**src/rtl/ship_lives_ctl_pkg.sv**
```systemverilog
// ship_lives_ctl_pkg: shared game state encodings, ship flags and default timing constants
package ship_lives_ctl_pkg;
   typedef enum logic [2:0] {IDLE, ALIVE, EXPLODE, INVULN, GAME_OVER} state_t;
   localparam logic SHIP_ALIVE = 1'b0;
   localparam logic SHIP_SHOOT_DOWN = 1'b1;
   localparam int DEF_START_LIVES = 3;
   localparam int DEF_EXPLODE_FRAMES = 32;
   localparam int DEF_INVULN_FRAMES = 128;
   localparam int DEF_BLINK_PERIOD = 8;
endpackage

```
**src/rtl/ship_lives_ctl_if.sv**
```systemverilog
// ship_lives_ctl_if: hit/frame inputs and sprite/HUD outputs of the lives controller
interface ship_lives_ctl_if #(parameter int LIVES_W = 3);
   logic frame_tick;
   logic game_start;
   logic is_ship_dead;
   logic [LIVES_W-1:0] lives;
   logic ship_visible;
   logic ship_ctrl_en;
   logic explode_active;
   logic [2:0] explode_frame;
   logic hit_pulse;
   logic game_over;
   modport master(output frame_tick, game_start, is_ship_dead,
                  input lives, ship_visible, ship_ctrl_en, explode_active, explode_frame, hit_pulse, game_over);
   modport slave(input frame_tick, game_start, is_ship_dead,
                 output lives, ship_visible, ship_ctrl_en, explode_active, explode_frame, hit_pulse, game_over);
endinterface

```
**src/rtl/ship_lives_ctl_frame_timer.sv**
```systemverilog
// frame_timer: frame-tick counter with clear and a done strobe on the last frame of a phase
module frame_timer #(
   parameter int CW = 7
) (
   input  logic          pclk,
   input  logic          rst,
   input  logic          clear,
   input  logic          tick,
   input  logic [CW:0]   limit,
   output logic [CW-1:0] count,
   output logic          done
);
   assign done = tick && ({1'b0, count} == limit - 1'b1);
   always_ff @(posedge pclk)
      if (rst || clear) count <= '0;
      else if (tick) count <= count + 1'b1;
endmodule

```
**src/rtl/ship_lives_ctl.sv**
```systemverilog
// ship_lives_ctl: turns collision hits into lives, explosion, blinking respawn and game over
module ship_lives_ctl
   import ship_lives_ctl_pkg::*;
#(
   parameter int START_LIVES    = DEF_START_LIVES,
   parameter int LIVES_W        = 3,
   parameter int EXPLODE_FRAMES = DEF_EXPLODE_FRAMES,
   parameter int INVULN_FRAMES  = DEF_INVULN_FRAMES,
   parameter int BLINK_PERIOD   = DEF_BLINK_PERIOD
) (
   input logic pclk,
   input logic rst,
   ship_lives_ctl_if.slave bus
);
   localparam int MAXF = EXPLODE_FRAMES > INVULN_FRAMES ? EXPLODE_FRAMES : INVULN_FRAMES;
   localparam int CW = $clog2(MAXF);
   localparam int ES = $clog2(EXPLODE_FRAMES / 8);
   localparam int BB = $clog2(BLINK_PERIOD);
   localparam logic [LIVES_W-1:0] START = LIVES_W'(START_LIVES);
   state_t state;
   logic clear, done;
   logic [CW-1:0] count, adv;
   logic [CW:0] limit;
   assign limit = (state == EXPLODE) ? (CW+1)'(EXPLODE_FRAMES) : (CW+1)'(INVULN_FRAMES);
   assign clear = !(state inside {EXPLODE, INVULN}) || done;
   // value the counter takes at this edge, so outputs stay registered yet in step with it
   assign adv = done ? '0 : bus.frame_tick ? count + 1'b1 : count;
   frame_timer #(.CW(CW)) timer (
      .pclk(pclk), .rst(rst), .clear(clear), .tick(bus.frame_tick), .limit(limit),
      .count(count), .done(done)
   );
   always_ff @(posedge pclk) begin
      if (rst) begin
         state <= IDLE;
         bus.lives <= START;
         bus.ship_visible <= 1'b0;
         bus.ship_ctrl_en <= 1'b0;
         bus.explode_active <= 1'b0;
         bus.explode_frame <= '0;
         bus.hit_pulse <= 1'b0;
         bus.game_over <= 1'b0;
      end else begin
         bus.hit_pulse <= 1'b0;
         case (state)
            IDLE, GAME_OVER:
               if (bus.game_start) begin
                  state <= ALIVE;
                  bus.lives <= START;
                  bus.ship_visible <= 1'b1;
                  bus.ship_ctrl_en <= 1'b1;
                  bus.game_over <= 1'b0;
               end
            ALIVE:
               if (bus.is_ship_dead == SHIP_SHOOT_DOWN) begin
                  state <= EXPLODE;
                  bus.lives <= (bus.lives == '0) ? '0 : bus.lives - 1'b1;
                  bus.hit_pulse <= 1'b1;
                  bus.ship_visible <= 1'b0;
                  bus.ship_ctrl_en <= 1'b0;
                  bus.explode_active <= 1'b1;
                  bus.explode_frame <= '0;
               end
            EXPLODE: begin
               bus.explode_frame <= 3'(adv >> ES);
               if (done) begin
                  state <= (bus.lives != '0) ? INVULN : GAME_OVER;
                  bus.explode_active <= 1'b0;
                  bus.ship_visible <= bus.lives != '0;
                  bus.ship_ctrl_en <= bus.lives != '0;
                  bus.game_over <= bus.lives == '0;
               end
            end
            INVULN: begin
               bus.ship_visible <= !adv[BB];
               if (done) state <= ALIVE;
            end
            default: state <= IDLE;
         endcase
      end
   end
endmodule

```
**src/flat_wrapper.sv**
```systemverilog
// flat-port wrapper written by rule: the top's interface ports become plain ports
module ship_lives_ctl_flat import ship_lives_ctl_pkg::*;
#(
   parameter int START_LIVES    = DEF_START_LIVES,
   parameter int LIVES_W        = 3,
   parameter int EXPLODE_FRAMES = DEF_EXPLODE_FRAMES,
   parameter int INVULN_FRAMES  = DEF_INVULN_FRAMES,
   parameter int BLINK_PERIOD   = DEF_BLINK_PERIOD
)
  (pclk, rst, bus_frame_tick, bus_game_start, bus_is_ship_dead, bus_lives, bus_ship_visible, bus_ship_ctrl_en, bus_explode_active, bus_explode_frame, bus_hit_pulse, bus_game_over);
  ship_lives_ctl_if #(.LIVES_W(LIVES_W)) bus_i ();
  input logic pclk;
  input logic rst;
  input wire logic [$bits(bus_i.frame_tick)-1:0] bus_frame_tick;
  input wire logic [$bits(bus_i.game_start)-1:0] bus_game_start;
  input wire logic [$bits(bus_i.is_ship_dead)-1:0] bus_is_ship_dead;
  output wire logic [$bits(bus_i.lives)-1:0] bus_lives;
  output wire logic [$bits(bus_i.ship_visible)-1:0] bus_ship_visible;
  output wire logic [$bits(bus_i.ship_ctrl_en)-1:0] bus_ship_ctrl_en;
  output wire logic [$bits(bus_i.explode_active)-1:0] bus_explode_active;
  output wire logic [$bits(bus_i.explode_frame)-1:0] bus_explode_frame;
  output wire logic [$bits(bus_i.hit_pulse)-1:0] bus_hit_pulse;
  output wire logic [$bits(bus_i.game_over)-1:0] bus_game_over;
  assign bus_i.frame_tick = bus_frame_tick;
  assign bus_i.game_start = bus_game_start;
  assign bus_i.is_ship_dead = bus_is_ship_dead;
  assign bus_lives = bus_i.lives;
  assign bus_ship_visible = bus_i.ship_visible;
  assign bus_ship_ctrl_en = bus_i.ship_ctrl_en;
  assign bus_explode_active = bus_i.explode_active;
  assign bus_explode_frame = bus_i.explode_frame;
  assign bus_hit_pulse = bus_i.hit_pulse;
  assign bus_game_over = bus_i.game_over;
  ship_lives_ctl #(.START_LIVES(START_LIVES), .LIVES_W(LIVES_W), .EXPLODE_FRAMES(EXPLODE_FRAMES), .INVULN_FRAMES(INVULN_FRAMES), .BLINK_PERIOD(BLINK_PERIOD)) u_core (.pclk(pclk), .rst(rst), .bus(bus_i));
endmodule
```
**config.mk**
```make
export PLATFORM = sky130hd
export DESIGN_NAME = ship_lives_ctl_flat
export DESIGN_NICKNAME = d
export VERILOG_FILES = /design/src/rtl/ship_lives_ctl_pkg.sv /design/src/rtl/ship_lives_ctl_if.sv /design/src/rtl/ship_lives_ctl_frame_timer.sv /design/src/rtl/ship_lives_ctl.sv /design/src/flat_wrapper.sv
export SDC_FILE = /design/constraint.sdc
export NUM_CORES = 1
export LEC_CHECK = 0
export ABC_AREA = 1
export CAP_MARGIN = 10
export CORE_ASPECT_RATIO = 0.8
export CORE_MARGIN = 8
export CORE_UTILIZATION = 57
export CTS_BUF_LIST = sky130_fd_sc_hd__clkbuf_4 sky130_fd_sc_hd__clkbuf_8
export DETAILED_ROUTE_END_ITERATION = 16
export DONT_BUFFER_PORTS = 1
export GPL_ROUTABILITY_DRIVEN = 0
export GPL_TIMING_DRIVEN = 0
export MAX_ROUTING_LAYER = met4
export PLACE_DENSITY = 0.69
export SYNTH_ARGS = -nofsm -noshare
export SYNTH_HDL_FRONTEND = slang
export SYNTH_SLANG_ARGS = --single-unit
```
**constraint.sdc**
```tcl
create_clock -name pclk -period 1.6 [get_ports pclk]
set_input_delay 0.16 -clock pclk [delete_from_list [all_inputs] [get_ports pclk]]
set_output_delay 0.16 -clock pclk [all_outputs]
set_load 0.02 [all_outputs]
```
==> results of run 1 <==
==> synth_stat cells, types with 2 or more instances <==
master | count | share of area
nand2_1 | 36 | 0.13
dfxtp_1 | 21 | 0.39
nor2_1 | 19 | 0.067
inv_1 | 18 | 0.063
a21oi_1 | 12 | 0.056
nand2_2 | 6 | 0.035
nand3_1 | 6 | 0.028
inv_2 | 4 | 0.014
nand3_2 | 4 | 0.037
o21ai_0 | 4 | 0.019
ha_1 | 3 | 0.035
nor2_2 | 2 | 0.012
nor2_4 | 2 | 0.021
nor3_1 | 2 | 0.0094
xor2_1 | 2 | 0.016
==> power groups by stage <==
stage	Sequential (uW)	Clock, uW	Combinational, uW
3_3_place_gp	723	0	527
2_1_floorplan	707	0	450
5_1_grt	724	294	625
4_1_cts	714	271	541
6_report	712	261	536
3_5_place_dp	726	0	535
==> critical path, cell delays in order, from the launching register on <==
cell     delay (ns)
dfxtp_1        0.39
ha_1           0.20
nand3_2        0.13
nor2_4         0.16
nand3_2        0.13
nand2_1        0.08
nand2_1        0.04
a21oi_1        0.11
nor2_1         0.05
==> metrics by stage <==
stage / power [uW] / instance area [um^2] / worst slack [ns]
global placement: 1250 / 1100 / 0.204
detailed placement: 1260 / 1100 / 0.205
CTS: 1530 / 1140 / 0.186
global route: 1640 / 1140 / 0.0243
finish: 1510 / 1140 / 0.184
floorplan: 1160 / 1070 / 0.337
==> registers in the layout, indices dropped and copies added, names as in the netlist, named ones only <==
name	cells
u_core.bus.explode_active	1
u_core.bus.explode_frame	3
u_core.bus.game_over	1
u_core.bus.hit_pulse	1
u_core.bus.lives	3
u_core.bus.ship_ctrl_en	1
u_core.bus.ship_visible	1
u_core.state	3
u_core.timer.count	6
==> cell families after synthesis <==
kind of cell,Yosys count
buf+inv,23
fa+ha+maj,3
simple gates,78
xor+xnor,2
compound gates,23
flops,21
==> cell type report <==
class / count / area share
Clock inverter: 1 / 0.00440
Inverter: 22 / 0.0726
Multi-Input combinational cell: 106 / 0.495
Clock buffer: 3 / 0.0198
Tap cell: 24 / 0.0264
Timing Repair Buffer: 1 / 0.00880
Sequential cell: 21 / 0.370
Buffer: 1 / 0.00330
==> repair_timing <==
item	in CTS	in global routing
hold buffers	1	0
gates resized for setup	0	0
hold endpoints to repair	1	0
==> worst max-delay path by stage <==
| stage | to | cells after the start |
|---|---|---|
| after global routing | u_core.bus.ship_ctrl_en$_SDFFE_PP0P_ | 8 |
| after floorplan | u_core.bus.ship_ctrl_en$_SDFFE_PP0P_ | 8 |
| after detailed placement | u_core.bus.ship_ctrl_en$_SDFFE_PP0P_ | 8 |
| after CTS | u_core.bus.ship_ctrl_en$_SDFFE_PP0P_ | 8 |
| final | u_core.bus.ship_ctrl_en$_SDFFE_PP0P_ | 8 |
| after global placement | u_core.bus.ship_ctrl_en$_SDFFE_PP0P_ | 8 |
==> per-layer routing <==
layer	global-route usage	up-vias	part of all wire
met5	-	-	0
met4	0.0542	0	0.0068
met3	0.0511	2	0.055
met2	0.214	13	0.44
met1	0.168	392	0.49
li1	-	483	-
==> flow_summary_export.csv, run 1 <==
group,metric,value,unit
grt,grt_pass1_vias,844,
yosys,synth_compound_area_frac,0.127,
placed_design,place_inst,174,
pwr,pwr-share-seq,0.472,
timing,rsz0062_at_grt,"false",
hold_path,hold_path_class,"input pin to register",
clock_tree,tritoncts,"built",
finish,areaGrowthSynthToFinish,6.32,%
floorplan,initial_core_util,0.587,
yosys,syn_inst,150,
pwr,irDropWorstVdd,944,uV
timing,setup_viol,0,
floorplan,die_width,64.4,um
pwr,power_density,1330,nW/um^2
pwr,p_sw,639,uW
floorplan,io_pins,16,
finish,layout-drive-gt1-share,0.161,
critical_path,reg2reg_to,"u_core.bus.ship_ctrl_en$_SDFFE_PP0P_",
floorplan,die-area,3530,um^2
timing,setup_tns,0,ns
route,ant_nets,0,
yosys,synth_ff_type,"dfxtp_1",
timing,worst_pin_slew,0.476,ns
clock_tree,cts_setup_buffers,0,
yosys,synthMuxAreaShare,0,
outcome,outcome,"finished clean",
route,wl_per_cell,11.6,um
pwr,p_sw_frac,0.424,
finish,fill_cells,192,
grt,antenna_found_initial,0,
hold_path,holdPathStages,2,
timing,clock_skew,0.00538,ns
route,drtIter0Drc,17,
yosys,synth_fa_ha_area_frac,0.0351,
route,firstDrtPassIters,4,
finish,layout_common_cells,"nand2_1, dfxtp_1, nor2_1, inv_1, a21oi_1",
timing,hold_violations,0,
hold_path,hp-start,"bus_frame_tick",
pwr,power_leakage,0.000496,uW
clock_tree,htreeDepth,1,
yosys,synth_edf_count,0,
grt,grt_pass1_wl,3750,um
route,via_count,890,
yosys,synth_xor_area_frac,0.0164,
finish,fin_cells,179,
clock_tree,root_buffer,"clkbuf_4",
clock_tree,max-clock-path-buffers,2,
run,cap_viol_max_count,0,
yosys,synth.distinct_cells,24,
placed_design,portBuffers,0,
timing,max_clock_freq,706,MHz
yosys,yosys_warnings,0,
critical_path,cp-start-kind,"register",
yosys,ys_ff_latch,21,
floorplan,num_rows,14,
route,post-route-drc-count,0,
critical_path,worstPathRequired,1.79,ns
yosys,post_synth.cell_area_avg,7.13,um^2
timing,post-route-period-util,0.885,
critical_path,startpoint,"u_core.timer.count[0]$_SDFF_PP0_",
critical_path,worst_r2r_startpoint,"u_core.timer.count[0]$_SDFF_PP0_",
critical_path,critPathKind,"register to register",
clock_tree,clkSinkCount,21,
timing,finalCriticalPeriod,1.42,ns
finish,final_core_util,0.624,
yosys,seq_area_frac_synth,0.393,
finish,antenna_cells,0,
route,viasPerCell,4.97,
yosys,synthSimpleGateAreaFrac,0.347,
clock_tree,cts_buffers,3,
yosys,mappedNetlistNets,158,
yosys,syn_area,1070,um^2
timing,slew_headroom,0.683,
timing,report.final.slew_viol_count,0,
yosys,synthArstFlopShare,0,
timing,whs,0.0524,ns
route,wl,2070,um
grt,grt_max_degree,13,
finish,seqCellArea,420,um^2
grt,grtUsageTotal,0.141,
critical_path,r2r_cells,8,
pwr,p_int,869,uW
finish,multi_input_area,563,um^2
yosys,synth_top_family_by_area,"simple AND/OR/NAND/NOR gates",
floorplan,die_h,54.8,um
finish,nets,164,
clock_tree,clk_pin_slew,0.11,ns
placed_design,dp_hpwl,1560,um
grt,overflow,0,
critical_path,cp-end-kind,"register",
floorplan,core,1820,um^2
clock_tree,insertion_delay,0.31,ns
hold_path,holdPathEnd,"u_core.timer.count[0]$_SDFF_PP0_",
critical_path,worstPathMaxFanout,4,
critical_path,worst_ep_arrival_time,1.61,ns
pwr,combinationalPowerShare,0.355,
pwr,p_clk_frac,0.173,
critical_path,r2r_slack,0.18,ns
finish,layout.cells.most_common,"nand2_1",
No activity file was read; power rests on OpenSTA's default activity.
==> inputs of run 2 (changes only) <==
--- a/config.mk
+++ b/config.mk
@@ -7,7 +7,6 @@
 export LEC_CHECK = 0
 export ABC_AREA = 1
 export CAP_MARGIN = 10
-export CORE_ASPECT_RATIO = 0.8
 export CORE_MARGIN = 8
 export CORE_UTILIZATION = 57
 export CTS_BUF_LIST = sky130_fd_sc_hd__clkbuf_4 sky130_fd_sc_hd__clkbuf_8
@@ -15,7 +14,6 @@
 export DONT_BUFFER_PORTS = 1
 export GPL_ROUTABILITY_DRIVEN = 0
 export GPL_TIMING_DRIVEN = 0
-export MAX_ROUTING_LAYER = met4
 export PLACE_DENSITY = 0.69
 export SYNTH_ARGS = -nofsm -noshare
 export SYNTH_HDL_FRONTEND = slang
==> run 2 against run 1 <==
Net effect: non-clock buffer count unchanged; power grew 0.67%; sequential power is 0.7% lower; sequential share of layout area is 0.12 points lower; setup slack better by 0.0073 ns; design area rose by 0.33%; utilization rose by 2.9 points; register-to-register slack about the same; flip-flop and latch count is the same; combinational power up 3%; die area down 0.25%; routed wire length is 1.8% higher; highest routed layer unchanged.
==> flow_summary_export.csv, run 2 (synthesized netlist as in run 1, its figures left out) <==
group,metric,value,unit
clock_tree,cts_setup_buffers,0,
timing,setup_viol,0,
timing,report.final.slew_viol_count,0,
finish,layout_common_cells,"nand2_1, dfxtp_1, nor2_1, inv_1, a21oi_1",
timing,slew_headroom,0.681,
critical_path,path_cells,"ha_1 > nand3_2 > nor2_4 > nand3_2 > nand2_1 > nand2_1 > a21oi_1 > nor2_1",
timing,post-route-period-util,0.880,
route,ant_nets,0,
finish,nets,164,
route,firstDrtPassIters,4,
clock_tree,clk_pin_slew,0.11,ns
timing,setup_tns,0,ns
critical_path,cp-end-kind,"register",
route,drtIter0Drc,25,
placed_design,place_area,1100,um^2
critical_path,cp-start-kind,"register",
floorplan,die_h,59.3,um
critical_path,slowest_stage,"dfxtp_1",
run,cap_viol_max_count,0,
route,wl_per_cell,11.7,um
clock_tree,max-clock-path-buffers,2,
timing,worst_pin_slew,0.478,ns
timing,hold_violations,0,
critical_path,worstPathRequired,1.79,ns
critical_path,worstPathMaxFanout,4,
finish,layout-drive-gt1-share,0.168,
grt,antenna_found_initial,0,
grt,overflow,0,
critical_path,path_buf_inv,0,
grt,grtUsageTotal,0.130,
route,via_count,909,
route,wl,2110,um
finish,regMostFlops,"u_core.timer.count",
pwr,power_density,1330,nW/um^2
critical_path,cp_slowest_stage_delay,0.38,ns
grt,grt_max_degree,13,
floorplan,die_width,59.3,um
clock_tree,htreeDepth,1,
floorplan,num_rows,15,
critical_path,crit_family,"simple AND/OR/NAND/NOR gates",
floorplan,die-area,3520,um^2
floorplan,core,1750,um^2
timing,finalCriticalPeriod,1.41,ns
placed_design,portBuffers,0,
finish,antenna_cells,0,
timing,rsz0062_at_grt,"false",
outcome,outcome,"finished clean",
timing,clock_skew,0.00507,ns
clock_tree,tritoncts,"built",
finish,largest_reg_flops,6,
finish,areaGrowthSynthToFinish,6.67,%
critical_path,worst_ep_arrival_time,1.60,ns
grt,grt_pass1_wl,3620,um
clock_tree,cts_buffers,3,
finish,layout.cells.most_common,"nand2_1",
floorplan,initial_core_util,0.613,
clock_tree,root_buffer,"clkbuf_4",
critical_path,critPathKind,"register to register",
timing,max_clock_freq,710,MHz
clock_tree,insertion_delay,0.31,ns
route,post-route-drc-count,0,
placed_design,dp_hpwl,1590,um
hold_path,hold_path_class,"input pin to register",
route,viasPerCell,5.05,
finish,finish.instance_area,1140,um^2
floorplan,io_pins,16,
pwr,power_leakage,0.000494,uW
pwr,irDropWorstVdd,821,uV
clock_tree,clkSinkCount,21,
grt,grt_pass1_vias,873,
## run 2: cell types whose count changed in the layout (fill, tap and decap cells not counted)
cell / previous run / this run
ha_2: 0 / 1
ha_1: 3 / 2
## run 2: timing repair
action / 4_1_cts / 5_1_grt
hold buffers: 1 / 0
endpoints found under the hold margin: 1 / 0
resized for setup: 0 / 1
endpoints found under the setup margin: 0 / 1
## run 2: where the power goes
part,leakage (uW),switching (uW),internal [uW]
sequential,0.000171,115,593
clock,0.0000177,164,93.5
combinational,0.000306,370,183
total,0.000494,649,869
## run 2: area by class of cell
| cell class | instances | area [um^2] |
|---|---|---|
| Timing Repair Buffer | 1 | 10.0 |
| Buffer | 1 | 3.75 |
| Clock buffer | 3 | 22.5 |
| Multi-Input combinational cell | 106 | 566 |
| Tap cell | 25 | 31.3 |
| Sequential cell | 21 | 420 |
| Fill cell | 168 | 604 |
| Inverter | 22 | 82.6 |
| Clock inverter | 1 | 5.00 |
## run 2: per-layer routing
metal | wire length (um) | GRT usage
met4 | 19 | 0.0307
met3 | 128 | 0.0586
met2 | 969 | 0.223
met5 | 0 | 0
met1 | 989 | 0.141
## run 2: path summary, 6_finish.rpt
path,from,to,slack (ns),cells after the start
max,u_core.timer.count[0]$_SDFF_PP0_,u_core.bus.ship_ctrl_en$_SDFFE_PP0P_,0.19,8
min,bus_frame_tick,register,0.007,3
max reg2reg,u_core.timer.count[0]$_SDFF_PP0_,u_core.bus.ship_ctrl_en$_SDFFE_PP0P_,0.19,8
min reg2reg,register,register,0.49,2
## run 2: through the flow
step / total power [uW] / setup WS (ns) / instances / util / hold WS, ns
floorplan: 1160 / 0.337 / 150 / - / 0.300
global placement: 1260 / 0.209 / 175 / 0.631 / 0.309
detailed placement: 1270 / 0.204 / 175 / 0.631 / 0.310
CTS: 1530 / 0.183 / 180 / 0.652 / 0.00184
global route: 1640 / 0.0441 / 180 / 0.654 / 0.0161
finish: 1520 / 0.192 / 180 / 0.654 / 0.00712
## run 2: worst min-delay path, cell delays in order
cell,delay (ns)
inv_1,0.02
nand2_1,0.05
a21oi_1,0.05
